==> config.mk <==
export PLATFORM = sky130hd
export DESIGN_NAME = fast_median_core
export DESIGN_NICKNAME = d
export VERILOG_FILES = /design/src/rtl/median_pkg.sv /design/src/rtl/sort3_reg.sv /design/src/rtl/fast_median_core.sv
export SDC_FILE = /design/constraint.sdc
export NUM_CORES = 1
export LEC_CHECK = 0
export CAP_MARGIN = 10
export CORE_ASPECT_RATIO = 0.6
export CORE_MARGIN = 5
export CORE_UTILIZATION = 40
export DETAILED_ROUTE_END_ITERATION = 6
export PLACE_DENSITY_LB_ADDON = 0.08
export SYNTH_ARGS = -nofsm -noshare
export SYNTH_HDL_FRONTEND = slang
export SYNTH_SLANG_ARGS = --single-unit
==> constraint.sdc <==
create_clock -name sclk -period 6.6 [get_ports sclk]
set_input_delay 1.32 -clock sclk [delete_from_list [all_inputs] [get_ports sclk]]
set_output_delay 1.32 -clock sclk [all_outputs]
set_load 0.01 [all_outputs]
==> src/rtl/median_pkg.sv <==
// Shared pixel width default and 3-input compare helpers for the 3x3 median network.
// Helpers work on a wide unsigned type; callers zero-extend in and truncate out.
package median_pkg;

  localparam int unsigned PIX_DW = 8;
  localparam int unsigned MAX_DW = 32;

  typedef logic [MAX_DW-1:0] wpix_t;

  function automatic wpix_t max3(input wpix_t a, input wpix_t b, input wpix_t c);
    wpix_t m;
    m = (a >= b) ? a : b;
    return (m >= c) ? m : c;
  endfunction

  function automatic wpix_t min3(input wpix_t a, input wpix_t b, input wpix_t c);
    wpix_t m;
    m = (a >= b) ? b : a;
    return (m >= c) ? c : m;
  endfunction

  // mid = max(min(a,b), min(max(a,b), c))
  function automatic wpix_t mid3(input wpix_t a, input wpix_t b, input wpix_t c);
    wpix_t lo_ab;
    wpix_t hi_ab;
    wpix_t t;
    lo_ab = (a >= b) ? b : a;
    hi_ab = (a >= b) ? a : b;
    t     = (hi_ab >= c) ? c : hi_ab;
    return (lo_ab >= t) ? lo_ab : t;
  endfunction

endpackage

==> src/rtl/sort3_reg.sv <==
// Registered 3-input sorter: one row of the median network's first stage.
module sort3_reg
  import median_pkg::*;
#(
  parameter int unsigned DW = PIX_DW
) (
  input  logic          sclk,
  input  logic          s_rst_n,
  input  logic [DW-1:0] a_i,
  input  logic [DW-1:0] b_i,
  input  logic [DW-1:0] c_i,
  output logic [DW-1:0] max_o,
  output logic [DW-1:0] mid_o,
  output logic [DW-1:0] min_o
);

  logic [DW-1:0] max_d, mid_d, min_d;
  logic [DW-1:0] max_q, mid_q, min_q;

  always_comb begin
    max_d = DW'(max3(MAX_DW'(a_i), MAX_DW'(b_i), MAX_DW'(c_i)));
    mid_d = DW'(mid3(MAX_DW'(a_i), MAX_DW'(b_i), MAX_DW'(c_i)));
    min_d = DW'(min3(MAX_DW'(a_i), MAX_DW'(b_i), MAX_DW'(c_i)));
  end

  always_ff @(posedge sclk or negedge s_rst_n) begin
    if (!s_rst_n) begin
      max_q <= '0;
      mid_q <= '0;
      min_q <= '0;
    end else begin
      max_q <= max_d;
      mid_q <= mid_d;
      min_q <= min_d;
    end
  end

  assign max_o = max_q;
  assign mid_o = mid_q;
  assign min_o = min_q;

endmodule

==> src/rtl/fast_median_core.sv <==
// 3-stage pipelined 3x3 median (row sort / column sort / diagonal) with
// per-frame coordinate tracking and centre-pixel passthrough on the image border.
module fast_median_core
  import median_pkg::*;
#(
  parameter int unsigned DW    = PIX_DW,
  parameter int unsigned IMG_W = 640,
  parameter int unsigned IMG_H = 480
) (
  input  logic          sclk,
  input  logic          s_rst_n,
  input  logic          vsync,
  input  logic          in_valid,
  input  logic [DW-1:0] d00,
  input  logic [DW-1:0] d01,
  input  logic [DW-1:0] d02,
  input  logic [DW-1:0] d10,
  input  logic [DW-1:0] d11,
  input  logic [DW-1:0] d12,
  input  logic [DW-1:0] d20,
  input  logic [DW-1:0] d21,
  input  logic [DW-1:0] d22,
  output logic          out_valid,
  output logic [DW-1:0] out_pixel,
  output logic          out_border
);

  localparam int unsigned CW = $clog2(IMG_W);
  localparam int unsigned RW = $clog2(IMG_H);
  localparam logic [CW-1:0] COL_LAST = CW'(IMG_W - 1);
  localparam logic [RW-1:0] ROW_LAST = RW'(IMG_H - 1);

  // Coordinate tracking
  logic          vsync_q;
  logic          frame_start_c;
  logic [CW-1:0] col_q, col_d, col_cur_c;
  logic [RW-1:0] row_q, row_d, row_cur_c;
  logic          border_c;

  assign frame_start_c = vsync & ~vsync_q;

  // A frame start forces the current pixel to (0,0) before the normal advance.
  always_comb begin
    col_cur_c = frame_start_c ? '0 : col_q;
    row_cur_c = frame_start_c ? '0 : row_q;
    border_c  = (col_cur_c == '0) | (col_cur_c == COL_LAST) |
                (row_cur_c == '0) | (row_cur_c == ROW_LAST);
    col_d     = col_cur_c;
    row_d     = row_cur_c;
    if (in_valid) begin
      if (col_cur_c == COL_LAST) begin
        col_d = '0;
        row_d = (row_cur_c == ROW_LAST) ? '0 : row_cur_c + RW'(1);
      end else begin
        col_d = col_cur_c + CW'(1);
      end
    end
  end

  always_ff @(posedge sclk or negedge s_rst_n) begin
    if (!s_rst_n) begin
      vsync_q <= 1'b0;
      col_q   <= '0;
      row_q   <= '0;
    end else begin
      vsync_q <= vsync;
      col_q   <= col_d;
      row_q   <= row_d;
    end
  end

  // Stage 1: row sort
  logic [2:0][DW-1:0] row_max, row_mid, row_min;

  sort3_reg #(.DW(DW)) u_sort_r0 (
    .sclk(sclk), .s_rst_n(s_rst_n), .a_i(d00), .b_i(d01), .c_i(d02),
    .max_o(row_max[0]), .mid_o(row_mid[0]), .min_o(row_min[0])
  );

  sort3_reg #(.DW(DW)) u_sort_r1 (
    .sclk(sclk), .s_rst_n(s_rst_n), .a_i(d10), .b_i(d11), .c_i(d12),
    .max_o(row_max[1]), .mid_o(row_mid[1]), .min_o(row_min[1])
  );

  sort3_reg #(.DW(DW)) u_sort_r2 (
    .sclk(sclk), .s_rst_n(s_rst_n), .a_i(d20), .b_i(d21), .c_i(d22),
    .max_o(row_max[2]), .mid_o(row_mid[2]), .min_o(row_min[2])
  );

  // Stage 2: column sort, stage 3: diagonal median and border select
  logic [DW-1:0]      lo_q, md_q, hi_q, lo_d, md_d, hi_d;
  logic [DW-1:0]      out_pixel_q, out_pixel_d;
  logic               out_border_q;
  logic [2:0]         valid_q;
  logic [1:0]         border_q;
  logic [1:0][DW-1:0] d11_q;

  always_comb begin
    lo_d = DW'(max3(MAX_DW'(row_min[0]), MAX_DW'(row_min[1]), MAX_DW'(row_min[2])));
    md_d = DW'(mid3(MAX_DW'(row_mid[0]), MAX_DW'(row_mid[1]), MAX_DW'(row_mid[2])));
    hi_d = DW'(min3(MAX_DW'(row_max[0]), MAX_DW'(row_max[1]), MAX_DW'(row_max[2])));
    out_pixel_d = border_q[1] ? d11_q[1]
                              : DW'(mid3(MAX_DW'(lo_q), MAX_DW'(md_q), MAX_DW'(hi_q)));
  end

  always_ff @(posedge sclk or negedge s_rst_n) begin
    if (!s_rst_n) begin
      lo_q         <= '0;
      md_q         <= '0;
      hi_q         <= '0;
      out_pixel_q  <= '0;
      out_border_q <= 1'b0;
      valid_q      <= '0;
      border_q     <= '0;
      d11_q        <= '0;
    end else begin
      lo_q         <= lo_d;
      md_q         <= md_d;
      hi_q         <= hi_d;
      out_pixel_q  <= out_pixel_d;
      out_border_q <= border_q[1];
      valid_q      <= {valid_q[1:0], in_valid};
      border_q     <= {border_q[0], border_c};
      d11_q        <= {d11_q[0], d11};
    end
  end

  assign out_valid  = valid_q[2];
  assign out_pixel  = out_pixel_q;
  assign out_border = out_border_q;

endmodule

==> metrics.txt, run 1 <==
Largest register FFs=16; Avg Cell Area, Syn=about 9.5 um2; DRT iter0 DRCs=slightly below 600; antenna violations before repair=0; worst hold path depth=0; number of global-route vias before repair=9244; Hold WC Path Type=reg -> reg; router iterations before antenna repair=5; Async SR Flop Fraction=between 90% and 100%; H-tree depth=4; R2R cell count=20; DIE WIDTH=230.4 um; All-Layer GR Usage=between 20% and 30%; Initial Utilization=40.53%; clk_lat worst skew=between 0.4 and 0.5 ns; post-synthesis sequential area ratio=31.34%; Cell Area, Synth=roughly 12000 um2; commonest non-fill, non-tap cells in the layout=ha_1 (177), dfrtp_1 (146), inv_1 (136); Final Hold Vio Count=0; clock buffer depth=2; Synth Flop Type=dfrtp_1; flops & latches, synth=146; Layout fillers=~2600; GR met1 Demand/Resource=roughly 33%; Setup TNS Final=0 ns; M3 GR Usage=under 10%; routed length per instance=around 18 um; maximum vdd drop=between 400 and 500 uV; outcome=finished clean; vias post-DR=9333; clock tree root driver cell=clkbuf_16; Max stage delay cell, worst path=a221o_2; core area=roughly 29000 um2; Worst R2R Start=md_q[5]$_DFF_PN0_; EDFF count, synth=0; clock sinks=146; CP endpoint kind=flip-flop; # hold bufs at CTS=0; Worst Setup Start Kind=input port; Max Freq=155.6 MHz; Final WS setup=between 0.15 and 0.2 ns; crit share post-route=a little over nine tenths; Max Clock Skew=between 0.01 and 0.015 ns; hold_sp=d11_q[0]$_DFF_PN0_; area delta synth->final=24.77%; global routing's busiest layer=met1; global-route wire length before repair=~53 mm; CTS tree=yes; grt ovf=0; vias per cell=slightly above 5; Synth warnings=0; Die Ht=approximately 140 um; DP HPWL=around 27 mm; Residual DRC=0; final wirelength=between 30 and 40 mm; number of diodes=0; Post-Syn Instances=around 1200; die area=approximately 33000 um2; CP Data Required Time=between 6 and 7 ns; crit path DAT=between 6 and 7 ns; slew margin rel.=~30%; TritonCTS buffer count=17; minimum clock period=roughly 6.4 ns; power density over cell area=between 400 and 500 nW/um2; synth unique cells=just over 60; Largest Register=d11_q; Hold EP=d11_q[8]$_DFF_PN0_; crit path buf inv count=6; Critical Path Max Stage Delay=slightly below 0.5 ns; max cap viols=0; Final setup violation count=0; Min Hold Slack=approximately 0.35 ns; syn nets=~1500; # rows=48; I/O pin cnt=86; most used cell, CP=a21o_1; biggest regs=d11_q (16), col_q (10), row_q (9); Reg2Reg Setup Slack=a little under 0.5 ns; layout cell share with drive strength beyond 1=between 20% and 30%; Critical Path Fanout Max=8; final antenna-violating net count=0; pin count of the biggest net entering global routing=between 100 and 150; Placer Congestion=0.8867; Final #Nets=between 1500 and 2000; reg-to-reg endpoint=out_pixel[0]$_DFF_PN0_; Leakage=7.031 nW; Placed Instance Area=between 10000 and 15000 um2; Worst-path clk slew=0.06 ns; port buffer count=85; Worst Path Class, Setup=in -> reg; commonest non-fill, non-tap cell in the layout=ha_1; Final Instance Area=~15000 um2; Slew @ Worst Pin=~1.0 ns; final core utilization=between 50% and 60%; Slew Limit Fails=0; met2 Use GR=around 28%; crit-path leading delay family=compound AO/OA/AOI/OAI gates; Place WS=-0.4150 ns
-- metrics by stage --
| stage | std cells | total power [mW] |
|---|---|---|
| 6_report | 1799 | 7.235 |
| 5_1_grt | 1799 | 7.911 |
| 4_1_cts | 1789 | 7.104 |
| 3_5_place_dp | 1757 | 6.060 |
| 3_3_place_gp | 1757 | 5.965 |
| 2_1_floorplan | 1232 | 4.694 |
-- metal layers --
metal | vias up | wire length [um]
li1 | 4765 | -
met1 | 4411 | 18680
met2 | 142 | 12950
met3 | 15 | 1239
met4 | 0 | 185
met5 | - | 0
-- where the power goes --
part | switching, mW | internal, mW | total, mW
logic | 2.69 | 2.14 | 4.84
registers | 0.254 | 1.14 | 1.39
clock network | 0.405 | 0.600 | 1.01
-- worst register-to-register path, cell delays in order, from the launching register on --
cell	delay, ns
dfrtp_1	0.41
inv_1	0.08
ha_1	0.31
a2111oi_2	0.43
nor2b_1	0.19
o21ai_1	0.11
o211ai_2	0.41
mux2_2	0.45
ha_1	0.30
a21o_1	0.18
a31oi_1	0.34
o21a_1	0.50
nor2_1	0.11
o21bai_1	0.20
ha_1	0.20
a2111o_1	0.47
a21o_1	0.23
and3_1	0.22
mux2i_2	0.38
nor2_1	0.08
o41ai_1	0.37
-- worst max-delay path by stage --
stage,cells after the start,start,slack [ns],endpoint
6_report,27,d21[2],0.17,u_sort_r2.mid_o[5]$_DFF_PN0_
5_1_grt,26,d21[2],-0.04,u_sort_r2.mid_o[1]$_DFF_PN0_
4_1_cts,25,d20[0],0.03,u_sort_r2.mid_o[1]$_DFF_PN0_
3_5_place_dp,25,d20[0],-0.42,u_sort_r2.mid_o[1]$_DFF_PN0_
3_3_place_gp,24,d00[0],-0.36,u_sort_r0.mid_o[1]$_DFF_PN0_
2_1_floorplan,27,d01[2],0.49,u_sort_r0.mid_o[0]$_DFF_PN0_
-- cell usage after synthesis, types with 8 or more instances --
library cell	number	area, um2
inv_1	136	510.5
nor2b_1	11	68.82
nor2_1	115	431.7
nand2_1	78	292.8
a31oi_1	13	81.33
mux2i_1	36	360.4
mux2_2	64	720.7
and2_1	8	50.05
nand3_1	21	105.1
o221a_2	32	360.4
and3_1	13	81.33
a21oi_1	92	460.4
dfrtp_1	146	3654
o21ai_1	10	50.05
ha_1	180	2252
o21ai_0	62	310.3
mux2_4	20	300.3
a21o_1	26	195.2
clkbuf_1	16	60.06
nand2b_1	37	231.5
-- repair_timing --
item | in CTS | in global routing
endpoints found under the hold margin | 0 | 0
resized for setup | 0 | 59
setup endpoints to repair | 0 | 24
buffers inserted | 0 | 10
-- logic make-up (layout without fill, tap and decap cells) --
| group | count (synthesis) | after routing | share of synthesized area [%] |
|---|---|---|---|
| AO/OA/AOI/OAI | 291 | 291 | 17.87 |
| XOR/XNOR | 8 | 8 | 0.6010 |
| adder cells (fa/ha/maj) | 180 | 180 | 19.32 |
| buffers and inverters | 168 | 360 | 5.903 |
| flip-flops | 146 | 146 | 31.34 |
| multiplexers | 123 | 123 | 12.28 |
| AND/OR/NAND/NOR | 316 | 316 | 12.70 |
-- layout make-up --
cell class / instances / area, um2 / area share, %
flip-flops and latches: 146 / 3654 / 25.12
well taps: 375 / 469.2 / 3.226
repair buffers: 192 / 1713 / 11.78
inverters: 136 / 510.5 / 3.509
multi-input cells: 918 / 7590 / 52.18
clock inverters: 14 / 181.4 / 1.247
clock buffers: 18 / 429.2 / 2.950
No activity file was read; power rests on OpenSTA's default activity.
==> run 2: changes to the inputs <==
--- a/config.mk
+++ b/config.mk
@@ -5,7 +5,6 @@
 export SDC_FILE = /design/constraint.sdc
 export NUM_CORES = 1
 export LEC_CHECK = 0
-export CAP_MARGIN = 10
 export CORE_ASPECT_RATIO = 0.6
 export CORE_MARGIN = 5
 export CORE_UTILIZATION = 40
==> constraint.sdc (replaced) <==
create_clock -name sclk -period 6.6 [get_ports sclk]
set_input_delay 1.32 -clock sclk [delete_from_list [all_inputs] [get_ports sclk]]
set_output_delay 1.32 -clock sclk [all_outputs]
set_load 0.1 [all_outputs]
==> results of run 2 <==
Same layout as run 1 (identical final DEF). Status: finished clean.
Main changes from that run: total power 7.235 mW -> 7.254 mW
==> run 3: changes to the inputs <==
--- a/config.mk
+++ b/config.mk
@@ -9,7 +9,7 @@
 export CORE_MARGIN = 5
 export CORE_UTILIZATION = 40
 export DETAILED_ROUTE_END_ITERATION = 6
-export PLACE_DENSITY_LB_ADDON = 0.08
+export PLACE_DENSITY_LB_ADDON = 0.05
 export SYNTH_ARGS = -nofsm -noshare
 export SYNTH_HDL_FRONTEND = slang
 export SYNTH_SLANG_ARGS = --single-unit
==> run 3 against run 2 <==
Sequential share of layout area grew 0.19 points. Combinational power is essentially flat. Sequential cell count is the same. Routed wire length shrank 1.4%. Hold slack improved by 0.0015 ns. Largest power group unchanged.
==> metrics.txt, run 3 (synthesis results as in run 1) <==
outcome=finished clean (unchanged); Residual DRC=0 (unchanged); area delta synth->final=23.86% (was 24.77%); clock tree root driver cell=clkbuf_16 (unchanged); CP Data Required Time=6.92 ns (was 6.91 ns); # rows=48 (unchanged); die area=32770 um2 (unchanged); Largest register FFs=16 (unchanged); H-tree depth=4 (unchanged); Final WS setup=0.2390 ns (was 0.1718 ns); Setup TNS Final=0 ns (unchanged); Final #Nets=1664 (was 1667); slew margin rel.=27.59% (was 29.89%); DIE WIDTH=230.4 um (unchanged); Max Clock Skew=0.007466 ns (was 0.01321 ns); Worst Setup Start Kind=input port (unchanged); reg-to-reg endpoint=md_q[3]$_DFF_PN0_ (was out_pixel[0]$_DFF_PN0_); crit share post-route=96.38% (was 97.40%); Layout fillers=2677 (was 2643); Slew @ Worst Pin=1.083 ns (was 1.049 ns); Critical Path Max Stage Delay=0.50 ns (was 0.49 ns); minimum clock period=6.361 ns (was 6.428 ns); I/O pin cnt=86 (unchanged); Place WS=-0.3001 ns (was -0.4150 ns); Worst Path Class, Setup=in -> reg (unchanged); vias per cell=5.185 (was 5.188); Placed Instance Area=13550 um2 (was 13570 um2); Setup crit end=u_sort_r1.mid_o[6]$_DFF_PN0_ (was u_sort_r2.mid_o[5]$_DFF_PN0_); Max stage delay cell, worst path=o41a_1 (was a221o_2); CP endpoint kind=flip-flop (unchanged); Placer Congestion=0.8313 (was 0.8867); CP startpoint=d10[0] (was d21[2]); biggest regs=d11_q (16), col_q (10), row_q (9) (unchanged); vias post-DR=9313 (was 9333); layout cell share with drive strength beyond 1=21.25% (was 21.77%); Max Freq=157.2 MHz (was 155.6 MHz); clock sinks=146 (unchanged); antenna violations before repair=0 (unchanged); Worst-path clk slew=0.07 ns (was 0.06 ns); crit path DAT=6.68 ns (was 6.74 ns); All-Layer GR Usage=20.14% (was 20.38%); CTS tree=yes (unchanged); maximum vdd drop=402.1 uV (was 450.0 uV); final wirelength=32.61 mm (was 33.06 mm); clock buffer depth=2 (unchanged); router iterations before antenna repair=5 (unchanged); Worst R2R Start=u_sort_r1.mid_o[2]$_DFF_PN0_ (was md_q[5]$_DFF_PN0_); Die Ht=142.2 um (unchanged); R2R cell count=22 (was 20); routed length per instance=18.16 um (was 18.38 um); Slew Limit Fails=0 (unchanged); Critical Path Fanout Max=12 (was 8); Final Instance Area=14440 um2 (was 14550 um2); commonest non-fill, non-tap cells in the layout=ha_1 (179), dfrtp_1 (146), inv_1 (136) (was ha_1 (177), dfrtp_1 (146), inv_1 (136)); Largest Register=d11_q (unchanged); Final Hold Vio Count=0 (unchanged); DRT iter0 DRCs=624 (was 584); total power=7.191 mW (was 7.254 mW); Final setup violation count=0 (unchanged); max cap viols=0 (unchanged); pin count of the biggest net entering global routing=109 (was 102); final antenna-violating net count=0 (unchanged); Hold WC Path Type=reg -> reg (unchanged); grt ovf=0 (unchanged); core area=28770 um2 (unchanged); port buffer count=85 (unchanged); number of diodes=0 (unchanged); Leakage=7.004 nW (was 7.031 nW); # hold bufs at CTS=0 (unchanged); Reg2Reg Setup Slack=0.67 ns (was 0.49 ns); TritonCTS buffer count=17 (unchanged); power density over cell area=498.0 nW/um2 (was 498.7 nW/um2); clk_lat worst skew=0.43 ns (about the same); global-route wire length before repair=51.56 mm (was 52.57 mm); commonest non-fill, non-tap cell in the layout=ha_1 (unchanged); Initial Utilization=40.53% (unchanged); number of global-route vias before repair=9025 (was 9244); DP HPWL=26.72 mm (was 26.75 mm)
[run 3: cell count changes in the layout (fill, tap and decap cells not counted), moves of 2 or more]
cell / change
o21ai_2: -3
buf_4: -2
clkinvlp_4: -2
a21oi_2: -2
o21ai_1: +2
mux2i_2: +2
ha_1: +2
clkinv_2: +2
ha_4: -2
[run 3: through the flow]
stage          util, %  std cells  hold WS [ns]
2_1_floorplan        -       1232        0.3312
3_3_place_gp     47.10       1758        0.3326
3_5_place_dp     47.10       1758        0.3347
4_1_cts          49.16       1790        0.3484
5_1_grt          50.20       1796        0.3548
6_report         50.20       1796        0.3478
[run 3: worst min path at each step]
| stage | start | cells past startpoint | end | slack [ns] |
|---|---|---|---|---|
| after CTS | valid_q[0]$_DFF_PN0_ | 0 | valid_q[1]$_DFF_PN0_ | 0.35 |
| final | valid_q[0]$_DFF_PN0_ | 0 | valid_q[1]$_DFF_PN0_ | 0.35 |
| after detailed placement | valid_q[0]$_DFF_PN0_ | 0 | valid_q[1]$_DFF_PN0_ | 0.33 |
| after global routing | d11_q[5]$_DFF_PN0_ | 0 | d11_q[13]$_DFF_PN0_ | 0.35 |
| after floorplan | border_q[0]$_DFF_PN0_ | 0 | border_q[1]$_DFF_PN0_ | 0.33 |
| after global placement | d11_q[5]$_DFF_PN0_ | 0 | d11_q[13]$_DFF_PN0_ | 0.33 |
[run 3: repair_timing]
action	in CTS	in global routing
endpoints found under the setup margin	0	24
buffers inserted	0	6
hold endpoints to repair	0	0
gates resized for setup	0	46
[run 3: power by group]
part           leakage [nW]  switching [mW]  internal [mW]
registers              1.71           0.255           1.14
clock network         0.291           0.399          0.570
logic                  5.01            2.65           2.18
total                  7.00            3.31           3.88
[run 3: worst max-delay path: cells and delay by family]
kind	cells	cell delay [ns]
compound gates	13	2.50
fa+ha+maj	3	0.66
buf+inv	5	1.08
mux	1	0.46
simple gates	4	0.65
[run 3: layout make-up]
class / instances / area [um2] / area share [%]
Multi-Input combinational cell: 918 / 7528 / 52.14
Tap cell: 375 / 469.2 / 3.249
Inverter: 136 / 510.5 / 3.535
Clock inverter: 14 / 152.6 / 1.057
Sequential cell: 146 / 3654 / 25.30
Clock buffer: 18 / 439.2 / 3.041
Timing Repair Buffer: 189 / 1687 / 11.68
[run 3: per-layer routing]
metal  global-route usage [%]  part of all wire, %  up-vias
met3                    3.968                  4.6       21
met2                    26.59                   38      153
met5                        0                    0        -
met1                    33.49                   57     4382
li1                         -                    -     4757
met4                    3.426                 0.84        0
